==> src/rtl/spi_minion_pkg.sv <==
// Shared frame geometry and FSM encodings for the SPI minion front end.
package spi_minion_pkg;

  localparam int unsigned DATA_BITS_DEFAULT = 32;

  // Frame = {val, spc, payload}
  function automatic int unsigned frame_bits(input int unsigned data_bits);
    return data_bits + 2;
  endfunction

  function automatic int unsigned val_bit(input int unsigned data_bits);
    return data_bits + 1;
  endfunction

  function automatic int unsigned spc_bit(input int unsigned data_bits);
    return data_bits;
  endfunction

  localparam int unsigned VAL_BIT = val_bit(DATA_BITS_DEFAULT);
  localparam int unsigned SPC_BIT = spc_bit(DATA_BITS_DEFAULT);

  // FSM encodings
  localparam logic [1:0] ST_IDLE   = 2'd0;
  localparam logic [1:0] ST_SHIFT  = 2'd1;
  localparam logic [1:0] ST_COMMIT = 2'd2;

endpackage

==> src/rtl/spi_minion_frontend_if.sv <==
// Receive/send stream between the SPI front end and the minion adapter.
// master = front-end side (drives recv stream), slave = adapter side.
interface spi_minion_frontend_if #(
  parameter int unsigned DATA_BITS = 32
);
  logic [DATA_BITS-1:0] recv_msg;
  logic                 recv_val;
  logic                 recv_rdy;
  logic [DATA_BITS-1:0] send_msg;
  logic                 send_val;
  logic                 send_rdy;
  logic                 minion_parity;

  modport master (
    output recv_msg, recv_val, send_rdy, minion_parity,
    input  recv_rdy, send_msg, send_val
  );

  modport slave (
    input  recv_msg, recv_val, send_rdy, minion_parity,
    output recv_rdy, send_msg, send_val
  );
endinterface

==> src/rtl/spi_minion_sync.sv <==
// Two-flop synchronizer with configurable reset value and a delayed copy
// of the synchronized signal for edge detection.
module spi_minion_sync #(
  parameter logic RST_VAL = 1'b0
) (
  input  logic clk,
  input  logic rst,
  input  logic async_i,
  output logic sync_o,
  output logic dly_o
);
  logic meta_q;
  logic sync_q;
  logic dly_q;

  // Synchronizer chain followed by the edge-detect delay flop
  always_ff @(posedge clk or posedge rst) begin
    if (rst) begin
      meta_q <= RST_VAL;
      sync_q <= RST_VAL;
      dly_q  <= RST_VAL;
    end else begin
      meta_q <= async_i;
      sync_q <= meta_q;
      dly_q  <= sync_q;
    end
  end

  assign sync_o = sync_q;
  assign dly_o  = dly_q;
endmodule

==> src/rtl/spi_minion_frontend.sv <==
// SPI mode-0 minion front end: synchronizes the SPI pins, deserializes
// fixed-length frames into a valid/ready stream and serializes the reply.
module spi_minion_frontend
  import spi_minion_pkg::*;
#(
  parameter int unsigned DATA_BITS = DATA_BITS_DEFAULT
) (
  input  logic                   clk,
  input  logic                   reset,
  input  logic                   spi_min_cs,
  input  logic                   spi_min_sclk,
  input  logic                   spi_min_mosi,
  output logic                   spi_min_miso,
  spi_minion_frontend_if.master  bus
);
  localparam int unsigned NBITS = frame_bits(DATA_BITS);
  localparam int unsigned VAL_B = val_bit(DATA_BITS);
  localparam int unsigned SPC_B = spc_bit(DATA_BITS);
  localparam int unsigned CNT_W = $clog2(NBITS + 2);
  localparam logic [CNT_W-1:0] CNT_FULL = CNT_W'(NBITS);
  localparam logic [CNT_W-1:0] CNT_SAT  = CNT_W'(NBITS + 1);

  logic cs_s, cs_d, sclk_s, sclk_d, mosi_s, mosi_dly_unused;

  spi_minion_sync #(.RST_VAL(1'b1)) u_sync_cs (
    .clk(clk), .rst(reset), .async_i(spi_min_cs), .sync_o(cs_s), .dly_o(cs_d)
  );
  spi_minion_sync #(.RST_VAL(1'b0)) u_sync_sclk (
    .clk(clk), .rst(reset), .async_i(spi_min_sclk), .sync_o(sclk_s), .dly_o(sclk_d)
  );
  spi_minion_sync #(.RST_VAL(1'b0)) u_sync_mosi (
    .clk(clk), .rst(reset), .async_i(spi_min_mosi), .sync_o(mosi_s), .dly_o(mosi_dly_unused)
  );

  logic cs_fall, cs_rise, sclk_rise, sclk_fall;
  assign cs_fall   = ~cs_s & cs_d;
  assign cs_rise   = cs_s & ~cs_d;
  assign sclk_rise = sclk_s & ~sclk_d;
  assign sclk_fall = ~sclk_s & sclk_d;

  logic [1:0]           state_q, state_d;
  logic [CNT_W-1:0]     cnt_q, cnt_d;
  logic [NBITS-1:0]     tx_q, tx_d;
  logic [NBITS-1:0]     rx_q, rx_d;
  logic                 snap_val_q, snap_val_d;
  logic                 adv_spc_q, adv_spc_d;
  logic [DATA_BITS-1:0] recv_msg_q, recv_msg_d;
  logic                 recv_val_q, recv_val_d;
  logic                 send_rdy_q, send_rdy_d;
  logic                 parity_q, parity_d;

  // Frame FSM, shift registers, receive buffer and handshake generation
  always_comb begin
    state_d    = state_q;
    cnt_d      = cnt_q;
    tx_d       = tx_q;
    rx_d       = rx_q;
    snap_val_d = snap_val_q;
    adv_spc_d  = adv_spc_q;
    recv_msg_d = recv_msg_q;
    recv_val_d = recv_val_q;
    send_rdy_d = 1'b0;
    parity_d   = parity_q;

    if (recv_val_q && bus.recv_rdy) begin
      recv_val_d = 1'b0;
    end

    case (state_q)
      ST_IDLE: begin
        if (cs_fall) begin
          tx_d       = {bus.send_val, ~recv_val_q, bus.send_msg};
          snap_val_d = bus.send_val;
          adv_spc_d  = ~recv_val_q;
          cnt_d      = '0;
          state_d    = ST_SHIFT;
        end
      end
      ST_SHIFT: begin
        // sclk edges in the same cycle as cs rising are still consumed
        if (sclk_rise) begin
          rx_d = {rx_q[NBITS-2:0], mosi_s};
          if (cnt_q != CNT_SAT) begin
            cnt_d = cnt_q + 1'b1;
          end
        end
        if (sclk_fall) begin
          tx_d = {tx_q[NBITS-2:0], 1'b0};
        end
        if (cs_rise) begin
          state_d = ST_COMMIT;
        end
      end
      ST_COMMIT: begin
        if (cnt_q == CNT_FULL) begin
          // load wins over a coincident handshake clear
          if (rx_q[VAL_B] && adv_spc_q) begin
            recv_msg_d = rx_q[DATA_BITS-1:0];
            recv_val_d = 1'b1;
            parity_d   = ^rx_q[DATA_BITS-1:0];
          end
          if (rx_q[SPC_B] && snap_val_q) begin
            send_rdy_d = 1'b1;
          end
        end
        state_d = ST_IDLE;
      end
      default: state_d = ST_IDLE;
    endcase
  end

  // State registers
  always_ff @(posedge clk or posedge reset) begin
    if (reset) begin
      state_q    <= ST_IDLE;
      cnt_q      <= '0;
      tx_q       <= '0;
      rx_q       <= '0;
      snap_val_q <= 1'b0;
      adv_spc_q  <= 1'b0;
      recv_msg_q <= '0;
      recv_val_q <= 1'b0;
      send_rdy_q <= 1'b0;
      parity_q   <= 1'b0;
    end else begin
      state_q    <= state_d;
      cnt_q      <= cnt_d;
      tx_q       <= tx_d;
      rx_q       <= rx_d;
      snap_val_q <= snap_val_d;
      adv_spc_q  <= adv_spc_d;
      recv_msg_q <= recv_msg_d;
      recv_val_q <= recv_val_d;
      send_rdy_q <= send_rdy_d;
      parity_q   <= parity_d;
    end
  end

  assign spi_min_miso      = tx_q[NBITS-1];
  assign bus.recv_msg      = recv_msg_q;
  assign bus.recv_val      = recv_val_q;
  assign bus.send_rdy      = send_rdy_q;
  assign bus.minion_parity = parity_q;
endmodule

==> src/flat_wrapper.sv <==
// flat-port wrapper written by rule: the top's interface ports become plain ports
module spi_minion_frontend_flat import spi_minion_pkg::*;
#(
  parameter int unsigned DATA_BITS = DATA_BITS_DEFAULT
)
  (clk, reset, spi_min_cs, spi_min_sclk, spi_min_mosi, spi_min_miso, bus_recv_msg, bus_recv_val, bus_send_rdy, bus_minion_parity, bus_recv_rdy, bus_send_msg, bus_send_val);
  spi_minion_frontend_if #(.DATA_BITS(DATA_BITS)) bus_i ();
  input  logic clk;
  input  logic reset;
  input  logic spi_min_cs;
  input  logic spi_min_sclk;
  input  logic spi_min_mosi;
  output logic spi_min_miso;
  output wire logic [$bits(bus_i.recv_msg)-1:0] bus_recv_msg;
  output wire logic [$bits(bus_i.recv_val)-1:0] bus_recv_val;
  output wire logic [$bits(bus_i.send_rdy)-1:0] bus_send_rdy;
  output wire logic [$bits(bus_i.minion_parity)-1:0] bus_minion_parity;
  input wire logic [$bits(bus_i.recv_rdy)-1:0] bus_recv_rdy;
  input wire logic [$bits(bus_i.send_msg)-1:0] bus_send_msg;
  input wire logic [$bits(bus_i.send_val)-1:0] bus_send_val;
  assign bus_recv_msg = bus_i.recv_msg;
  assign bus_recv_val = bus_i.recv_val;
  assign bus_send_rdy = bus_i.send_rdy;
  assign bus_minion_parity = bus_i.minion_parity;
  assign bus_i.recv_rdy = bus_recv_rdy;
  assign bus_i.send_msg = bus_send_msg;
  assign bus_i.send_val = bus_send_val;
  spi_minion_frontend #(.DATA_BITS(DATA_BITS)) u_core (.clk(clk), .reset(reset), .spi_min_cs(spi_min_cs), .spi_min_sclk(spi_min_sclk), .spi_min_mosi(spi_min_mosi), .spi_min_miso(spi_min_miso), .bus(bus_i));
endmodule
==> config.mk <==
export PLATFORM = sky130hd
export DESIGN_NAME = spi_minion_frontend_flat
export DESIGN_NICKNAME = d
export VERILOG_FILES = /design/src/rtl/spi_minion_pkg.sv /design/src/rtl/spi_minion_frontend_if.sv /design/src/rtl/spi_minion_sync.sv /design/src/rtl/spi_minion_frontend.sv /design/src/flat_wrapper.sv
export SDC_FILE = /design/constraint.sdc
export NUM_CORES = 1
export LEC_CHECK = 0
export CORE_UTILIZATION = 45
export DETAILED_ROUTE_END_ITERATION = 12
export DONT_BUFFER_PORTS = 1
export SLEW_MARGIN = 20
export SYNTH_ARGS = -nofsm -noshare
export SYNTH_HDL_FRONTEND = slang
export SYNTH_SLANG_ARGS = --single-unit
==> constraint.sdc <==
create_clock -name clk -period 4.46 [get_ports clk]
set_input_delay 1.338 -clock clk [delete_from_list [all_inputs] [get_ports clk]]
set_output_delay 1.338 -clock clk [all_outputs]
set_load 0.02 [all_outputs]
==> reports/metrics.cfg, run 1 <==
[critical_path]
critical_path_class=reg2reg
path_max_fanout=35
timing.rr.end=u_core.bus.recv_msg[13]
rr_startpoint=u_core.cnt_q[2]
cp.required_ns=4.75
regToRegSetupSlack_ns=1.97
cp-start-kind=flip-flop
reg2regPathDepth=4
cp.arrival_ns=2.78
endpoint_kind=flip-flop

[final_layout]
diodes=0
final_layout_size_suffix_gt1_frac=0.2662
nNetsFinal=430
design_area_um2=5851
syn2layout_area_growth_pct=12.38

[placed_design]
port_buffers=0
finalWeightedCongestion=0.7076
dpl_cell_area_um2=5298
place_hpwl_um=5403

[yosys]
synth-seq-cells=121
synth_ff_type=dfrtp_1
synth_fp_nets=425
ys_seq_area_frac=0.5823
synthCells=384
synth_top_area_frac=0.5672
async_reset_ff_frac=1.000
synth_edf_count=0
yosysMostFrequentCell=dfrtp_1
synth_area_per_cell_um2=13.56
yosys_warnings=0
yosys.area.top_type=dfrtp_1
netlist_top_cells_count=118 x dfrtp_1, 41 x nand2_1, 40 x mux2_2, 32 x mux2i_1, 30 x o21ai_0
yosys.cell_types.count=33
ys_top_cells_by_area=dfrtp_1 57%, mux2_2 8.7%, mux2_4 7.8%
syn-cell-area_um2=5206

[clock_tree]
clockBufferDepth=2
cts_sinks=121
post_cts_buffers=0
htreeDepth=4
clk_transition_reported_paths_ns=0.05
cts_tree=done
cts-buffers-inserted=17
cts_resized=0
ctsHoldBuffers=0
clk_latency_ns=0.42
ctsRootBufferMaster=clkbuf_16

[sta]
finalCriticalPeriod_ns=2.490
tightest_slew_ns=1.032
fin_crit_sh=0.5582
grt_setup_unrepaired=no
hold_viol=0
max_freq_mhz=401.7
slew_violations=0
slew_headroom=0.3120
setup_tns_ns=0
fin_skew_ns=0.009337
setup_viol_count_final=0

[global_routing]
grtUsageTotal=0.1603
antenna_found_initial=0
grt_pass1_vias=2783
grt_pass1_wl_um=13950
grt-ovfl-total=0
grt_max_degree=68

[outcome]
status=finished, final reports clean

[hold_path]
holdCritStartpoint=u_core.u_sync_sclk.meta_q
hold_depth=0
hold_class=reg2reg
hold_path_end=u_core.u_sync_sclk.sync_o

[drt]
drt_iter0_drc=60
ant_nets=0
vias=2775
drc=0
wl_per_cell_um=15.38
first_pass_iters=4
vias_per_cell=5.120
finalWirelength_um=8336

[floorplanning]
die-area_um2=12000
start_util=0.4700
die_h_um=109.6
row_count=38
chipWidth_um=109.6
io_pins=75
core_area_um2=11080

[power]
power_density_nw_per_um2=519.3
power.leakage_nw=2.806
finalPower_w=0.003038
vdd_drop_max_v=0.0003272

[run]
drv_cap=0

## metrics by stage
step	cells	util	setup WS [ns]	hold WS, ns
floorplan	384	-	1.641	0.3312
detailed placement	509	0.4782	1.971	0.3372
CTS	541	0.5256	1.946	0.3473
global route	542	0.5281	1.801	0.3563
finish	542	0.5281	1.970	0.3453
global placement	509	0.4782	2.020	0.3356
## power by group
group | total, W | switching, W | internal [W]
Sequential | 0.00139 | 0.000121 | 0.00127
Clock | 0.00120 | 0.000433 | 0.000764
Combinational | 0.000455 | 0.000218 | 0.000236
Total | 0.00304 | 0.000772 | 0.00227
## metal layers
| layer | track usage | routed length, um | up-vias |
|---|---|---|---|
| met1 | 0.1837 | 3659 | 1352 |
| met4 | 0.09143 | 211 | 0 |
| li1 | - | - | 1335 |
| met2 | 0.2336 | 3776 | 70 |
| met5 | 0 | 0 | - |
| met3 | 0.09188 | 688 | 18 |
## layout by cell type (no fill, tap or decap), drive strengths merged, types with 3 or more instances in the layout
master,Yosys,routed
dfrtp,118,118
xor2,6,6
nand2b,3,3
mux2i,32,32
nor2,7,7
nand2,41,41
clkbuf,5,29
a21oi,6,6
buf,14,5
dfstp,3,3
xnor2,27,27
clkinv,0,3
o21ai,36,36
mux2,67,67
## logic make-up after synthesis
group                    after synthesis  share of synthesized area
buffers and inverters                 22                    0.03052
AND/OR/NAND/NOR                       62                    0.05600
XOR/XNOR                              33                    0.05552
AO/OA/AOI/OAI                         45                    0.04494
adder cells (fa/ha/maj)                2                   0.004806
flip-flops                           121                     0.5823
multiplexers                          99                     0.2259
## area by class of cell
cell class                 instances  area, um2
clock buffer                      29      510.5
clock inverter                     3      15.01
fill                             942       5228
inverter                           3      15.01
multi-input combinational        241       2033
sequential                       121       3032
tap                              140      175.2
timing repair buffer               5      70.07
## flip-flops by register name, indices dropped and copies added (netlist names), 2 cells and up
signal               cells
u_core.rx_q             34
u_core.tx_q             34
u_core.bus.recv_msg     32
u_core.cnt_q             6
u_core.state_q           2
## worst max-delay path: stages, from the launching register on
cell	delay, ns
dfrtp_1	0.42
nor4b_2	0.37
and4b_1	0.24
and3_2	0.88
mux2_2	0.42
## how the worst max path moves through the flow
| stage | startpoint | endpoint | slack, ns | depth (start not counted) |
|---|---|---|---|---|
| after detailed placement | u_core.cnt_q[2] | u_core.bus.recv_msg[13] | 1.97 | 4 |
| after global placement | u_core.cnt_q[2] | u_core.bus.recv_msg[13] | 2.02 | 4 |
| final | u_core.cnt_q[2] | u_core.bus.recv_msg[13] | 1.97 | 4 |
| after floorplan | reset | u_core.adv_spc_q | 1.64 | 1 |
| after CTS | u_core.cnt_q[2] | u_core.bus.recv_msg[13] | 1.95 | 4 |
| after global routing | u_core.cnt_q[2] | u_core.bus.recv_msg[13] | 1.80 | 4 |
(Power assumes the default switching activity.)
==> inputs of run 2 (changes only) <==
Clock period 4.46 ns to 2.2 ns, I/O delays scaled along.
==> run 2 against run 1 <==
Against the previous run: global-route usage decreased by 0.16 points; highest routed layer unchanged; sequential power is 100% higher; largest power group unchanged; first-iteration DRC count rose by 88%; via count grew 1.3%; count of clock-buffer cells in the layout down 7; non-clock buffer count grew 2; design area rose by 1.7%; clock power increased by 130%; final cell count increased by 0.37%; critical path type unchanged; critical path depth rose by 1; combinational power up 100%; core utilization grew 0.89 points.
==> reports/metrics.cfg, run 2 (same netlist as run 1, synthesis figures left out) <==
[outcome]
status=finished, final reports clean

[clock_tree]
clockBufferDepth=2  ; unchanged
cts-buffers-inserted=17  ; unchanged
clk_transition_reported_paths_ns=0.05  ; about the same
clk_latency_ns=0.41  ; about the same
cts_resized=0  ; unchanged
ctsHoldBuffers=0  ; unchanged
cts_sinks=121  ; unchanged
cts_tree=done
ctsRootBufferMaster=clkbuf_16
post_cts_buffers=0  ; unchanged
htreeDepth=4  ; unchanged

[power]
power.leakage_nw=2.855  ; +1.7%
pwr-share-seq=0.436  ; -0.021
power_density_nw_per_um2=1087  ; +110%
switching_share=0.2520  ; -0.002010
p_switching_w=0.001630  ; +110%
vdd_drop_max_v=0.0005534  ; +69%
p_clk_frac=0.420  ; +0.026
internal_power_w=0.004839  ; +110%
pwr-share-comb=0.144  ; -0.006

[critical_path]
path_max_fanout=21  ; -40%
slowest_stage=dfrtp_1
rr_startpoint=u_core.cnt_q[2]
cp.arrival_ns=2.24  ; -0.54 ns
path_buf_inv=1  ; +1
endpoint_kind=flip-flop
reg2regPathDepth=5  ; +1
slowest_delay_ns=0.42  ; -0.46 ns
critical_path_class=reg2reg
crit_path_cell_trace=nor4b_2 -> and4b_1 -> and3_2 -> buf_12 -> mux2_4
crit_family=simple AND/OR/NAND/NOR gates
worst-path-stages=5  ; +1
regToRegSetupSlack_ns=0.25  ; -1.72 ns
cp.required_ns=2.49  ; -2.26 ns
timing.rr.end=u_core.bus.recv_msg[0]
cp-start-kind=flip-flop

[floorplanning]
row_count=38  ; unchanged
die_h_um=109.6  ; unchanged
start_util=0.4700  ; unchanged
io_pins=75  ; unchanged
chipWidth_um=109.6  ; unchanged
core_area_um2=11080  ; unchanged
die-area_um2=12000  ; unchanged

[sta]
grt_setup_unrepaired=no
slew_violations=0  ; unchanged
max_freq_mhz=512.6  ; +28%
finalCriticalPeriod_ns=1.951  ; -0.5386 ns
hold_viol=0  ; unchanged
layout_setup_ws_ns=0.2490  ; -1.721 ns
tightest_slew_ns=0.6179  ; -0.4141 ns
fin_skew_ns=0.005530  ; -0.003807 ns
timing.hold.ws_ns=0.2458  ; -0.09948 ns
fin_crit_sh=0.8868  ; +0.3286
setup_tns_ns=0  ; unchanged
setup_viol_count_final=0  ; unchanged
slew_headroom=0.5881  ; +0.2761

[placed_design]
port_buffers=0  ; unchanged
post-place-ws_ns=0.2618  ; -1.709 ns
finalWeightedCongestion=0.7321  ; +3.5%
place_hpwl_um=5432  ; +0.53%
dpl_cell_area_um2=5370  ; +1.4%

[final_layout]
final_util=0.5370  ; +0.008922
nNetsFinal=432  ; +0.47%
design_area_um2=5949  ; +1.7%
final_common_cell=dfrtp_1
syn2layout_area_growth_pct=14.28
final_cell_mix=118 x dfrtp_1, 41 x nand2_1, 40 x mux2_2
fillers=955  ; +1.4%
diodes=0  ; unchanged
final_layout_size_suffix_gt1_frac=0.2797  ; +0.01353

[global_routing]
antenna_found_initial=0  ; unchanged
grtUsageTotal=0.1587  ; -0.001578
grt_pass1_wl_um=14080  ; +0.94%
grt_pass1_vias=2873  ; +3.2%
grt-ovfl-total=0  ; unchanged
grt_max_degree=122  ; +79%

[drt]
drt_iter0_drc=113  ; +88%
finalWirelength_um=8636  ; +3.6%
vias_per_cell=5.169  ; +0.96%
vias=2812  ; +1.3%
first_pass_iters=4  ; unchanged
ant_nets=0  ; unchanged
drc=0  ; unchanged
wl_per_cell_um=15.88  ; +3.2%

[hold_path]
holdCritStartpoint=spi_min_cs
hold_path_end=u_core.u_sync_cs.meta_q
hold_depth=0  ; unchanged
hold_class=in2reg

[run]
drv_cap=0  ; unchanged

-- run 2: changes by cell type in the layout (fill, tap and decap cells not counted), sizes merged --
cell    previous run  this run
clkbuf            29        22
clkinv             3         7
bufinv             0         3
buf                5         7
-- run 2: stage by stage --
step | total power, W | cells
2_1_floorplan | 0.003588 | 384
3_3_place_gp | 0.003764 | 512
3_5_place_dp | 0.003803 | 512
4_1_cts | 0.006565 | 544
5_1_grt | 0.006822 | 544
6_report | 0.006469 | 544
-- run 2: cell type report --
| class | instances | area (um2) | share of cell area |
|---|---|---|---|
| clock inverters | 10 | 125.1 | 0.02103 |
| inverters | 3 | 15.01 | 0.002524 |
| multi-input cells | 241 | 2033 | 0.3417 |
| flip-flops and latches | 121 | 3032 | 0.5096 |
| well taps | 140 | 175.2 | 0.02944 |
| clock buffers | 22 | 454.2 | 0.07634 |
| repair buffers | 7 | 115.1 | 0.01935 |
-- run 2: power groups by stage --
| stage | clock, W | combinational (W) | sequential (W) |
|---|---|---|---|
| final | 0.00272 | 0.000931 | 0.00282 |
| after global routing | 0.00289 | 0.00106 | 0.00287 |
| after CTS | 0.00279 | 0.000957 | 0.00282 |
| after detailed placement | 0 | 0.000956 | 0.00285 |
| after global placement | 0 | 0.000924 | 0.00284 |
| after floorplan | 0 | 0.000813 | 0.00277 |
-- run 2: per-layer routing --
layer | GRT usage | routed length (um) | part of all wire
met5 | 0 | 0 | 0
met4 | 0.08476 | 209 | 0.024
met1 | 0.1885 | 3846 | 0.45
met2 | 0.2381 | 3936 | 0.46
met3 | 0.07528 | 644 | 0.075
-- run 2: how the worst max path moves through the flow --
stage / start / end / slack, ns
after floorplan: reset / u_core.adv_spc_q / 0.06
after global placement: u_core.cnt_q[2] / u_core.bus.recv_msg[4] / 0.31
after detailed placement: u_core.cnt_q[2] / u_core.bus.recv_msg[0] / 0.26
after CTS: u_core.cnt_q[2] / u_core.bus.recv_msg[0] / 0.25
after global routing: u_core.cnt_q[2] / u_core.bus.recv_msg[0] / 0.15
final: u_core.cnt_q[2] / u_core.bus.recv_msg[0] / 0.25
